--- src/rtl/hazard_scoreboard_pkg.sv ---
// hazard_scoreboard shared constants: forwarding-select encoding and the
// packed shadow-pipeline entry layout {dest, mem_r_en, wb_en, valid}.
package hazard_scoreboard_pkg;

    localparam int FWD_SEL_REG = 0;

    localparam int ENT_VALID = 0;
    localparam int ENT_WB_EN = 1;
    localparam int ENT_MEM_R = 2;
    localparam int ENT_DEST  = 3;

    function automatic int entry_width(input int addr_w);
        return addr_w + ENT_DEST;
    endfunction

endpackage

--- src/rtl/hazard_stage_match.sv ---
// Compares one ID source register against one shadow-pipeline entry and
// reports whether the entry's result is still too young to forward.
module hazard_stage_match
    import hazard_scoreboard_pkg::*;
#(
    parameter int REG_ADDR_W = 4,
    parameter int STAGE      = 0,
    parameter int ALU_AVAIL  = 1,
    parameter int LOAD_AVAIL = 2
) (
    input  logic [REG_ADDR_W-1:0]          src,
    input  logic                           src_used,
    input  logic [REG_ADDR_W+ENT_DEST-1:0] entry,
    output logic                           match,
    output logic                           too_early
);

    localparam logic ALU_EARLY  = (STAGE + 1) < ALU_AVAIL;
    localparam logic LOAD_EARLY = (STAGE + 1) < LOAD_AVAIL;

    logic [REG_ADDR_W-1:0] dest;
    logic                  writer;

    assign dest   = entry[ENT_DEST +: REG_ADDR_W];
    // A zero destination never matches, which also makes source r0 safe.
    assign writer = entry[ENT_VALID] & entry[ENT_WB_EN] & (|dest);
    assign match  = src_used & writer & (dest == src);

    assign too_early = match &
        (entry[ENT_MEM_R] ? LOAD_EARLY : ALU_EARLY);

endmodule

--- src/rtl/hazard_scoreboard.sv ---
// Hazard detection / forwarding control beside ID using a shadow pipeline.
// Optional HAZARD_PERF_CNT_EN adds saturating stall counters.
module hazard_scoreboard
    import hazard_scoreboard_pkg::*;
#(
    parameter int REG_ADDR_W = 4,
    parameter int NUM_STAGES = 3,
    parameter int ALU_AVAIL  = 1,
    parameter int LOAD_AVAIL = 2,
    parameter int FWD_SEL_W  = $clog2(NUM_STAGES)
) (
    input  logic                  clk,
    input  logic                  rst,
    input  logic                  forward_en,
    input  logic                  id_valid,
    input  logic                  id_kill,
    input  logic [REG_ADDR_W-1:0] id_src1,
    input  logic [REG_ADDR_W-1:0] id_src2,
    input  logic                  id_src1_used,
    input  logic                  id_src2_used,
    input  logic [REG_ADDR_W-1:0] id_dest,
    input  logic                  id_wb_en,
    input  logic                  id_mem_r_en,
    output logic                  stall,
    output logic [FWD_SEL_W-1:0]  exe_fwd_sel1,
    output logic [FWD_SEL_W-1:0]  exe_fwd_sel2,
`ifdef HAZARD_PERF_CNT_EN
    output logic [31:0]           stall_cycles,
    output logic [31:0]           load_use_stalls,
`endif
    output logic                  exe_valid
);

    localparam int EW = entry_width(REG_ADDR_W);
    localparam int NM = NUM_STAGES - 1;

    // The WB entry is never compared (regfile write-through covers it),
    // so only the stages that can be matched are stored.
    logic [EW-1:0] s [NM];

    logic [NM-1:0] m1, m2, e1, e2, ld_vec, cause;
    logic          hazard, issue;
    logic [EW-1:0] new_ent;
    logic [FWD_SEL_W-1:0] sel1_d, sel2_d;

    for (genvar j = 0; j < NM; j++) begin : g_match
        hazard_stage_match #(
            .REG_ADDR_W (REG_ADDR_W),
            .STAGE      (j),
            .ALU_AVAIL  (ALU_AVAIL),
            .LOAD_AVAIL (LOAD_AVAIL)
        ) u_m1 (
            .src       (id_src1),
            .src_used  (id_src1_used),
            .entry     (s[j]),
            .match     (m1[j]),
            .too_early (e1[j])
        );

        hazard_stage_match #(
            .REG_ADDR_W (REG_ADDR_W),
            .STAGE      (j),
            .ALU_AVAIL  (ALU_AVAIL),
            .LOAD_AVAIL (LOAD_AVAIL)
        ) u_m2 (
            .src       (id_src2),
            .src_used  (id_src2_used),
            .entry     (s[j]),
            .match     (m2[j]),
            .too_early (e2[j])
        );

        assign ld_vec[j] = s[j][ENT_MEM_R];
    end

    assign cause  = forward_en ? (e1 | e2) : (m1 | m2);
    assign hazard = |cause;
    assign stall  = hazard & id_valid & ~id_kill;
    assign issue  = id_valid & ~id_kill & ~stall;

    assign new_ent = issue ?
        {id_dest, id_mem_r_en, id_wb_en, 1'b1} : '0;

    // Descending scan so the youngest matching stage wins.
    always_comb begin
        sel1_d = FWD_SEL_W'(FWD_SEL_REG);
        sel2_d = FWD_SEL_W'(FWD_SEL_REG);
        for (int j = NM - 1; j >= 0; j--) begin
            if (m1[j]) sel1_d = FWD_SEL_W'(j + 1);
            if (m2[j]) sel2_d = FWD_SEL_W'(j + 1);
        end
        if (!(forward_en && issue)) begin
            sel1_d = FWD_SEL_W'(FWD_SEL_REG);
            sel2_d = FWD_SEL_W'(FWD_SEL_REG);
        end
    end

    always_ff @(posedge clk) begin
        if (rst) begin
            for (int j = 0; j < NM; j++) s[j] <= '0;
            exe_fwd_sel1 <= '0;
            exe_fwd_sel2 <= '0;
        end else begin
            s[0] <= new_ent;
            for (int j = 1; j < NM; j++) s[j] <= s[j-1];
            exe_fwd_sel1 <= sel1_d;
            exe_fwd_sel2 <= sel2_d;
        end
    end

    assign exe_valid = s[0][ENT_VALID];

`ifdef HAZARD_PERF_CNT_EN
    logic load_only;

    assign load_only = stall & ~|(cause & ~ld_vec);

    always_ff @(posedge clk) begin
        if (rst) begin
            stall_cycles    <= '0;
            load_use_stalls <= '0;
        end else begin
            if (stall && stall_cycles != '1)
                stall_cycles <= stall_cycles + 32'd1;
            if (load_only && load_use_stalls != '1)
                load_use_stalls <= load_use_stalls + 32'd1;
        end
    end
`endif

endmodule

--- config.mk ---
export PLATFORM = sky130hd
export DESIGN_NAME = hazard_scoreboard
export DESIGN_NICKNAME = d
export VERILOG_FILES = /design/src/rtl/hazard_scoreboard_pkg.sv /design/src/rtl/hazard_stage_match.sv /design/src/rtl/hazard_scoreboard.sv
export SDC_FILE = /design/constraint.sdc
export NUM_CORES = 1
export LEC_CHECK = 0
export ABC_AREA = 1
export CORE_UTILIZATION = 48
export DETAILED_ROUTE_END_ITERATION = 8
export HOLD_SLACK_MARGIN = 0.08
export PLACE_DENSITY = 0.79
export SLEW_MARGIN = 0
export SYNTH_ARGS = -nofsm -noshare
export SYNTH_HDL_FRONTEND = slang
export SYNTH_HIERARCHICAL = 1
export SYNTH_SLANG_ARGS = --single-unit
--- constraint.sdc ---
create_clock -name clk -period 1.5 [get_ports clk]
set_input_delay 0.3 -clock clk [delete_from_list [all_inputs] [get_ports clk]]
set_output_delay 0.3 -clock clk [all_outputs]
set_load 0.1 [all_outputs]
==> parameters.txt, run 1 <==
Parameter                              Value

Status
  Run status    finished with violations
  Violations in the final reports    setup timing

Timing
  Final hold viol count    0
  Maximum clock frequency    482.1 MHz
  Setup clock skew after layout    0.003176 ns
  Shortest period the worst path allows    2.074 ns
  Final setup violation count    12
  Final Slew Violations    0
  RSZ-0062 raised after global routing    yes
  Final cycle utilization of the critical path    138.3%
  Least setup slack across all paths after layout    -0.5741 ns

Placed design
  Final HPWL DP    1848 microns
  Routability congestion estimate    0.8510
  Placed Cells    242
  IO buf count    26
  Placed standard-cell area    1474 sq um

Route
  Number of design-rule violations left by the first detailed-router iteration    29
  Final routed wire length divided by cell count    11.90 microns
  Total wire length    2950 microns
  Vias per cell    4.657
  Antenna violation net count after detailed routing    0
  Overall via count from detail_route    1155
  Number of detailed-routing iterations run before antenna repair    4
  Number of design rule violations left after detail routing    0

Floorplanning
  Std-Cell Rows    16
  Die Span Y    48.93 microns
  Die span in x    48.93 microns
  Std-Cell Core Area    2022 sq um
  Starting density of the core    52.29%
  Total Die Area    2394 sq um
  Top-Level Pins    27

Pwr
  Maximum vdd drop    0.6402 mV
  Internal power    647.4 uW
  Sequential share of power    50.0%
  Proportion of power drawn by the clock network    27.4%
  Switching share of power    30.28%
  Power per unit of standard cell area    571.3 nW/um^2
  Comb power frac    22.5%
  Sum of internal, switching and leakage power    928.6 uW
  Switching component of the power    281.2 uW
  Leakage    0.0007739 uW

CTS
  # clock sinks    17
  Clock insertion delay at the later pin of the skew report    0.30 ns
  TritonCTS clock tree    built
  Number of hold-repair buffers added at the cts stage    0
  Max Buffers Root-to-Sink    2
  Number of clock buffers inserted by TritonCTS    3
  Root buffer selected by CTS    sky130_fd_sc_hd__clkbuf_4
  Clock-pin transition on the worst setup and hold timing paths    0.10 ns
  CTS HTree Levels    1

Global routing
  Initial antenna violation count    0
  Grt met3 use    5.607%
  Global route overflow    0
  Wire length of the first global-routing pass    4284 microns
  Global Route met2 Usage    45.37%
  Global routing met1 resource utilization    25.24%
  Overall Global Routing Usage    23.85%
  Global routing's busiest layer    met2
  Pin count of the biggest net entering global routing    11
  Vias in the first global route    1087

Cells and area
  N_diodes    0
  Post-route cell area    1625 sq um
  Synthesis-to-finish area growth    53.73%
  Count of nets after finishing    243
  Fraction of layout instances using a drive strength above 1    31.67%
  Final non-filler cell total    248

Worst hold path
  Min-delay worst type    flip-flop to flip-flop
  Cell depth of the worst hold path    2

Worst setup path
  Worst setup slack for register-to-register paths    -0.09 ns
  Peak fanout along the critical path    7
  R2R cell count    12
  Worst Setup Start Kind    flip-flop
  Sort of element at the end of the critical path    output pin
  Setup CP Type    flip-flop to output pin
  Required time reported for the critical path endpoint    1.20 ns
  CP arrival    1.77 ns

Job
  Max-capacitance violation count    0

Yosys
  Yosys Warn Count    6
  Synthesized area    1057 sq um
  Mean instance size in the synthesized netlist    5.777 sq um
  Post-synth net total    204
  Gate count of the mapped netlist    183
[through the flow]
| stage | utilization, % | setup TNS (ns) | hold WS (ns) | setup WS [ns] |
|---|---|---|---|---|
| finish | 80.38 | -1.211 | 0.4746 | -0.5741 |
| global route | 80.38 | -2.169 | 0.4984 | -0.6555 |
| CTS | 76.11 | -4.150 | 0.4792 | -0.4714 |
| detailed placement | 72.90 | -6.249 | 0.4644 | -0.6342 |
| global placement | 72.90 | -5.555 | 0.4490 | -0.5837 |
| floorplan | - | -0.3017 | 0.4122 | -0.3017 |
[repair_timing]
action                     4_1_cts  5_1_grt
pin swaps                        4       16
setup buffers                    3        2
resized for setup               23       31
setup endpoints to repair       12       12
[per-layer routing]
| layer | up-vias | share of wire [%] | routed length, microns |
|---|---|---|---|
| met5 | - | 0 | 0 |
| met4 | 0 | 4.0 | 119 |
| met3 | 12 | 4.2 | 125 |
| met2 | 34 | 54 | 1582 |
| met1 | 526 | 38 | 1122 |
| li1 | 583 | - | - |
[flip-flops by register name, summed over array words and instances, names as in the netlist]
name	cells
s	13
exe_fwd_sel1	2
exe_fwd_sel2	2
[layout make-up]
cell class              instances  area, sq um
multi-input cells             109        600.6
well taps                      27        33.78
fillers                       141        396.6
flip-flops and latches         17        362.8
clock buffers                   3        22.52
clock inverters                 1        5.005
inverters                      54        206.4
repair buffers                 37        394.1
[critical path, cell delays in order (launching register included)]
cell and delay (ns):
sky130_fd_sc_hd__dfxtp_4 0.38, sky130_fd_sc_hd__nor2_1 0.13, sky130_fd_sc_hd__nand2_1 0.08, sky130_fd_sc_hd__nand2_1 0.07
sky130_fd_sc_hd__inv_1 0.05, sky130_fd_sc_hd__nand3_2 0.10, sky130_fd_sc_hd__nor2_2 0.04, sky130_fd_sc_hd__nor2_1 0.15
sky130_fd_sc_hd__nand3_2 0.11, sky130_fd_sc_hd__nand3_4 0.09, sky130_fd_sc_hd__clkinvlp_4 0.10, sky130_fd_sc_hd__buf_12 0.17
[worst paths after layout]
path	from	endpoint
worst max-delay path	s[0][6]$_SDFF_PP0_	stall
worst min register to register	s[0][1]$_SDFF_PP0_	s[0][8]$_SDFF_PP0_
worst min-delay path	s[0][1]$_SDFF_PP0_	s[0][8]$_SDFF_PP0_
worst max register to register	s[0][6]$_SDFF_PP0_	exe_fwd_sel2[0]$_SDFF_PP0_
[power groups by stage]
stage	sequential, uW	combinational (uW)	clock [uW]
after floorplan	485	88.3	0
after global placement	478	181	0
after detailed placement	479	187	0
after CTS	465	186	263
after global routing	466	227	285
final	465	209	255
[layout by cell type, fill, tap and decap left out]
master	count
sky130_fd_sc_hd__dlygate4sd2_1	10
sky130_fd_sc_hd__xnor2_1	2
sky130_fd_sc_hd__nand2_1	46
sky130_fd_sc_hd__dfxtp_2	3
sky130_fd_sc_hd__nand3_1	4
sky130_fd_sc_hd__buf_6	1
sky130_fd_sc_hd__dfxtp_4	5
sky130_fd_sc_hd__clkinvlp_4	1
sky130_fd_sc_hd__nor2_4	4
sky130_fd_sc_hd__inv_1	45
sky130_fd_sc_hd__buf_12	6
sky130_fd_sc_hd__nand3_2	5
sky130_fd_sc_hd__nand2_8	1
sky130_fd_sc_hd__clkbuf_4	3
sky130_fd_sc_hd__nor2_2	12
sky130_fd_sc_hd__nor2_1	23
sky130_fd_sc_hd__conb_1	2
sky130_fd_sc_hd__nand3_4	3
sky130_fd_sc_hd__clkinv_2	1
sky130_fd_sc_hd__dfxtp_1	9
sky130_fd_sc_hd__nor3_4	1
sky130_fd_sc_hd__nand2_2	6
sky130_fd_sc_hd__inv_2	8
sky130_fd_sc_hd__buf_4	10
sky130_fd_sc_hd__clkdlybuf4s50_1	10
Note: power is estimated with default switching activity, not from simulation.
==> run 2: changes to the inputs <==
==> constraint.sdc (replaced) <==
create_clock -name clk -period 1.5 [get_ports clk]
set_input_delay 0.375 -clock clk [delete_from_list [all_inputs] [get_ports clk]]
set_output_delay 0.375 -clock clk [all_outputs]
set_load 0.1 [all_outputs]
==> run 2 against run 1 <==
Compared with the run above: first-iteration DRC count unchanged; largest cell class unchanged; clock skew is 0.0021 ns lower; combinational power fell by 11%; sequential share of layout area increased by 1.0 points; the run still ends with setup timing left; critical endpoint unchanged; cell count rose by 1.2%.
==> parameters.txt, run 2 (synthesis gave the netlist of run 1 again) <==
Parameter                              Value

Cells and area
  Flip-flop count of the largest register, all copies and words added    13
  Count of nets after finishing    246
  Synthesis-to-finish area growth    48.99%
  Final-layout fill cell count    148
  Most common library cell in the layout ignoring fill and taps    sky130_fd_sc_hd__nand2_1
  Register with the highest flop count    s
  Top Registers    s (13), exe_fwd_sel1 (2), exe_fwd_sel2 (2)
  Share of the core filled with cells in the final layout    77.91%
  Most used cells in the layout excluding fill and tap cells    sky130_fd_sc_hd__nand2_1, sky130_fd_sc_hd__inv_1, sky130_fd_sc_hd__nor2_1
  Final non-filler cell total    251
  N_diodes    0
  Fraction of layout instances using a drive strength above 1    25.00%

Timing
  RSZ-0062 raised after global routing    yes
  Final setup violation count    12
  Setup clock skew after layout    0.001052 ns
  Shortest period the worst path allows    2.063 ns
  Minimum hold slack    0.4798 ns
  Maximum clock frequency    484.7 MHz
  Final Slew Violations    0
  Least setup slack across all paths after layout    -0.5632 ns
  Final cycle utilization of the critical path    137.5%
  Final hold viol count    0

Pwr
  Switching share of power    29.38%
  Sequential share of power    51.0%
  Power per unit of standard cell area    574.1 nW/um^2
  Internal power    638.6 uW
  Leakage    0.0007875 uW
  Proportion of power drawn by the clock network    28.4%
  Comb power frac    20.6%
  Maximum vdd drop    0.5826 mV
  Sum of internal, switching and leakage power    904.3 uW
  Switching component of the power    265.7 uW

CTS
  Root buffer selected by CTS    sky130_fd_sc_hd__clkbuf_4
  Max Buffers Root-to-Sink    2
  # clock sinks    17
  Clock insertion delay at the later pin of the skew report    0.30 ns
  Number of clock buffers inserted by TritonCTS    3
  Clock-pin transition on the worst setup and hold timing paths    0.10 ns
  TritonCTS clock tree    built
  CTS HTree Levels    1

Worst setup path
  Sort of element at the end of the critical path    output pin
  Terminus of the critical flop-to-flop path    exe_fwd_sel1[1]$_SDFF_PP0_
  Worst Setup Start Kind    flip-flop
  Setup CP Type    flip-flop to output pin
  Endpoint of the worst setup timing path    stall
  Worst setup slack for register-to-register paths    -0.12 ns
  Required time reported for the critical path endpoint    1.12 ns
  Reg2Reg Launch Point    s[0][12]$_SDFF_PP0_
  R2R cell count    14
  CP arrival    1.69 ns
  Timing startpoint of the critical path    s[0][12]$_SDFF_PP0_
  Peak fanout along the critical path    4

Floorplanning
  Die Span Y    48.93 microns
  Top-Level Pins    27
  Starting density of the core    52.29%
  Std-Cell Core Area    2022 sq um
  Std-Cell Rows    16
  Die span in x    48.93 microns
  Total Die Area    2394 sq um

Route
  Total wire length    2575 microns
  Antenna violation net count after detailed routing    0
  Number of design rule violations left after detail routing    0
  Overall via count from detail_route    1094
  Final routed wire length divided by cell count    10.26 microns
  Vias per cell    4.359
  Number of design-rule violations left by the first detailed-router iteration    29
  Number of detailed-routing iterations run before antenna repair    4

Placed design
  Routability congestion estimate    0.8510
  Final HPWL DP    1860 microns
  Placed Cells    242
  IO buf count    26

Job
  Max-capacitance violation count    0

Global routing
  Vias in the first global route    1143
  Overall Global Routing Usage    25.76%
  Global route overflow    0
  Initial antenna violation count    0
  Pin count of the biggest net entering global routing    11
  Wire length of the first global-routing pass    4636 microns

Status
  Violations in the final reports    setup timing
  Run status    finished with violations

Worst hold path
  Min-delay worst type    flip-flop to flip-flop
==> run 2: cell count changes in the layout (fill, tap and decap cells not counted), sizes merged <==
cell,delta
buf,+3
clkdlybuf4s15,+1
dlygate4sd2,-1
==> run 2: area by class of cell <==
class                           count  area, sq um  area share (%)
Tap cell                           27        33.78           2.145
Clock inverter                      1        5.005          0.3177
Multi-Input combinational cell    109        525.5           33.36
Timing Repair Buffer               40        414.1           26.29
Sequential cell                    17        367.9           23.35
Clock buffer                        3        22.52           1.430
Inverter                           54        206.4           13.11
==> run 2: power groups by stage <==
| stage | clock network (uW) | logic [uW] | registers, uW |
|---|---|---|---|
| 3_3_place_gp | 0 | 181 | 478 |
| 2_1_floorplan | 0 | 88.3 | 485 |
| 4_1_cts | 265 | 182 | 465 |
| 3_5_place_dp | 0 | 186 | 479 |
| 6_report | 257 | 186 | 461 |
| 5_1_grt | 283 | 207 | 462 |
==> run 2: worst min path at each step <==
stage / slack (ns) / startpoint / end / cells past startpoint
2_1_floorplan: 0.44 / s[0][1]$_SDFF_PP0_ / s[0][8]$_SDFF_PP0_ / 2
3_3_place_gp: 0.45 / s[0][1]$_SDFF_PP0_ / s[0][8]$_SDFF_PP0_ / 2
3_5_place_dp: 0.48 / s[0][1]$_SDFF_PP0_ / s[0][8]$_SDFF_PP0_ / 2
4_1_cts: 0.48 / s[0][6]$_SDFF_PP0_ / s[0][13]$_SDFF_PP0_ / 2
5_1_grt: 0.50 / s[0][3]$_SDFF_PP0_ / s[0][10]$_SDFF_PP0_ / 2
6_report: 0.48 / s[0][3]$_SDFF_PP0_ / s[0][10]$_SDFF_PP0_ / 2
==> run 2: what timing repair did <==
action                                  4_1_cts  5_1_grt
endpoints found under the setup margin       12       12
setup buffers                                 8        1
hold buffers                                  0        0
gates resized for setup                      25        8
pin swaps                                     8        3
hold endpoints to repair                      0        0
==> run 2: through the flow <==
stage,area [sq um],setup TNS [ns],setup WS [ns]
6_report,1575,-0.7935,-0.5632
5_1_grt,1575,-2.118,-0.6734
4_1_cts,1563,-1.703,-0.5554
3_5_place_dp,1474,-7.114,-0.7765
3_3_place_gp,1474,-6.531,-0.7339
2_1_floorplan,1075,-0.3767,-0.3767
==> run 2: critical path: stages, from the launching register on <==
cell and delay [ns]:
sky130_fd_sc_hd__dfxtp_2 0.37, sky130_fd_sc_hd__inv_2 0.04, sky130_fd_sc_hd__nand2_1 0.05, sky130_fd_sc_hd__nand2_1 0.05, sky130_fd_sc_hd__nor2_1 0.12, sky130_fd_sc_hd__nand2_1 0.09
sky130_fd_sc_hd__nor2_2 0.16, sky130_fd_sc_hd__inv_1 0.06, sky130_fd_sc_hd__nand3_1 0.10, sky130_fd_sc_hd__nand3_2 0.11, sky130_fd_sc_hd__clkinvlp_4 0.09, sky130_fd_sc_hd__buf_12 0.16
==> run 2: per-layer routing <==
layer / GRT usage, % / vias up / routed length, microns
met5: 0 / - / 0
li1: - / 588 / -
met2: 46.30 / 25 / 1333
met3: 7.477 / 5 / 104
met1: 27.55 / 476 / 1103
met4: 11.76 / 0 / 33
==> run 3: changes to the inputs <==
--- a/config.mk
+++ b/config.mk
@@ -6,10 +6,10 @@
 export NUM_CORES = 1
 export LEC_CHECK = 0
 export ABC_AREA = 1
-export CORE_UTILIZATION = 48
+export CORE_UTILIZATION = 40
 export DETAILED_ROUTE_END_ITERATION = 8
 export HOLD_SLACK_MARGIN = 0.08
-export PLACE_DENSITY = 0.79
+export PLACE_DENSITY = 0.68
 export SLEW_MARGIN = 0
 export SYNTH_ARGS = -nofsm -noshare
 export SYNTH_HDL_FRONTEND = slang
==> run 3 against run 2 <==
Compared with the run above: the run still ends with setup timing left; cell count is 0.80% lower; combinational power shrank 2%; sequential power about the same; critical endpoint unchanged; register-to-register slack better by 0.13 ns; clock power fell by 4%; worst setup slack improved by 0.046 ns; sequential cell count stayed put; global-route usage fell by 6.9 points.
==> parameters.txt, run 3 (synthesis gave the netlist of run 1 again) <==
Parameter                              Value

Cells and area
  Register with the highest flop count    s
  Final non-filler cell total    249
  Top Registers    s (13), exe_fwd_sel1 (2), exe_fwd_sel2 (2)
  Count of nets after finishing    241
  Fraction of layout instances using a drive strength above 1    24.66%
  Most common library cell in the layout ignoring fill and taps    sky130_fd_sc_hd__nand2_1
  Most used cells in the layout excluding fill and tap cells    sky130_fd_sc_hd__nand2_1, sky130_fd_sc_hd__inv_1, sky130_fd_sc_hd__nor2_1
  Flip-flop count of the largest register, all copies and words added    13
  N_diodes    0
  Synthesis-to-finish area growth    46.15%

CTS
  TritonCTS clock tree    built
  # clock sinks    17
  Number of clock buffers inserted by TritonCTS    3
  CTS HTree Levels    1
  Clock-pin transition on the worst setup and hold timing paths    0.10 ns
  Root buffer selected by CTS    sky130_fd_sc_hd__clkbuf_4
  Max Buffers Root-to-Sink    2
  Number of hold-repair buffers added at the cts stage    0
  Clock insertion delay at the later pin of the skew report    0.29 ns

Route
  Final routed wire length divided by cell count    9.129 microns
  Overall via count from detail_route    1060
  Detailed-route wire length on metal 1    1007 microns
  Highest metal layer with signal wires    met4
  Met2 wire length    1188 microns
  Vias per cell    4.257
  Number of design rule violations left after detail routing    0
  Antenna violation net count after detailed routing    0
  Total wire length    2273 microns
  Met3 wire len    55 microns
  Number of design-rule violations left by the first detailed-router iteration    19
  Number of detailed-routing iterations run before antenna repair    4

Floorplanning
  Top-Level Pins    27
  Total Die Area    2853 sq um
  Die span in x    53.41 microns
  Die Span Y    53.41 microns
  Std-Cell Rows    18
  Starting density of the core    42.68%
  Std-Cell Core Area    2477 sq um

Status
  Run status    finished with violations
  Violations in the final reports    setup timing

Global routing
  Initial antenna violation count    0
  Wire length of the first global-routing pass    3836 microns
  Vias in the first global route    1009
  Overall Global Routing Usage    18.91%
  Global route overflow    0
  Pin count of the biggest net entering global routing    11

Placed design
  Placed Cells    245
  IO buf count    26
  Final HPWL DP    1886 microns
  Routability congestion estimate    0.8050

Worst setup path
  Peak fanout along the critical path    4
  Worst Setup Start Kind    input pin
  CP arrival    1.64 ns
  Worst stage delay on the critical path    0.26 ns
  Critical-path top delay cell    sky130_fd_sc_hd__dlygate4sd2_1
  Sort of element at the end of the critical path    output pin
  Cell occurring most often along the worst timing path    sky130_fd_sc_hd__nand2_1
  Required time reported for the critical path endpoint    1.12 ns
  Number of buffers and inverters on the critical path    4
  Cell-by-cell trace of the critical path    dlygate4sd2_1 -> inv_1 -> nand2_1 -> nand2_1 -> nor2_1 -> nand2_1 -> nor2_2 -> nor2_1 -> nand3_1 -> nand3_2 -> clkinvlp_4 -> buf_12
  Setup CP Type    input pin to output pin
  Kind of cell adding the most delay to the critical path    simple AND/OR/NAND/NOR gates

Timing
  Final cycle utilization of the critical path    134.5%
  Minimum hold slack    0.4661 ns
  Setup clock skew after layout    0.003708 ns
  Final setup violation count    1
  Final hold viol count    0
  Shortest period the worst path allows    2.018 ns
  RSZ-0062 raised after global routing    yes
  Final Slew Violations    0
  Maximum clock frequency    495.6 MHz
  Least setup slack across all paths after layout    -0.5177 ns

Pwr
  Leakage    0.0007558 uW
  Maximum vdd drop    0.4179 mV
  Power per unit of standard cell area    577.4 nW/um^2

Job
  Max-capacitance violation count    0

Worst hold path
  Min-delay worst type    flip-flop to flip-flop
run 3: changes by cell type in the layout (fill, tap and decap cells not counted), sizes merged:
cell,before,now
buf,20,15
run 3: metal layers:
layer	up-vias	GRT usage, %
met5	-	0
met4	0	8.333
met3	2	1.724
met2	14	34.79
met1	468	21.58
li1	576	-
run 3: final cells by class:
class                      count  area (sq um)
fill                         238         932.1
multi-input combinational    109         531.8
timing repair buffer          35         376.6
sequential                    17         365.4
inverter                      54         206.4
tap                           30         37.54
clock buffer                   3         22.52
clock inverter                 1         5.005
run 3: tightest hold or removal path: stages (launching register included):
cell,delay [ns]
sky130_fd_sc_hd__dfxtp_1,0.35
sky130_fd_sc_hd__inv_1,0.06
sky130_fd_sc_hd__nor2_1,0.03
run 3: worst paths after layout:
check	start	end	slack, ns	depth (start not counted)
worst max-delay path	id_src2[2]	stall	-0.52	12
worst min-delay path	s[0][1]$_SDFF_PP0_	s[0][8]$_SDFF_PP0_	0.47	2
worst max register to register	s[0][5]$_SDFF_PP0_	s[0][3]$_SDFF_PP0_	0.01	12
worst min register to register	s[0][1]$_SDFF_PP0_	s[0][8]$_SDFF_PP0_	0.47	2
run 3: stage by stage:
stage                     TNS, ns  instance area [sq um]  setup WS (ns)  utilization, %  power (uW)
after floorplan           -0.3767                   1075        -0.3767               -       572.9
after global placement     -6.547                   1478        -0.7347           59.65       660.3
after detailed placement   -7.146                   1478        -0.7766           59.65       665.5
after CTS                 -0.5142                   1516        -0.5142           61.21       902.4
after global routing       -1.878                   1545        -0.6577           62.37       948.5
final                     -0.5177                   1545        -0.5177           62.37       892.2
run 3: power breakdown:
part | internal, uW | switching (uW) | leakage (uW)
combinational | 87.6 | 94.8 | 0.000595
clock | 99.0 | 149 | 0.0000177
sequential | 452 | 10.3 | 0.000143
run 3: timing repair:
action | in CTS | in global routing
buffers inserted | 0 | 0
endpoints found under the setup margin | 12 | 12
resized for setup | 23 | 12
pin swaps | 4 | 2
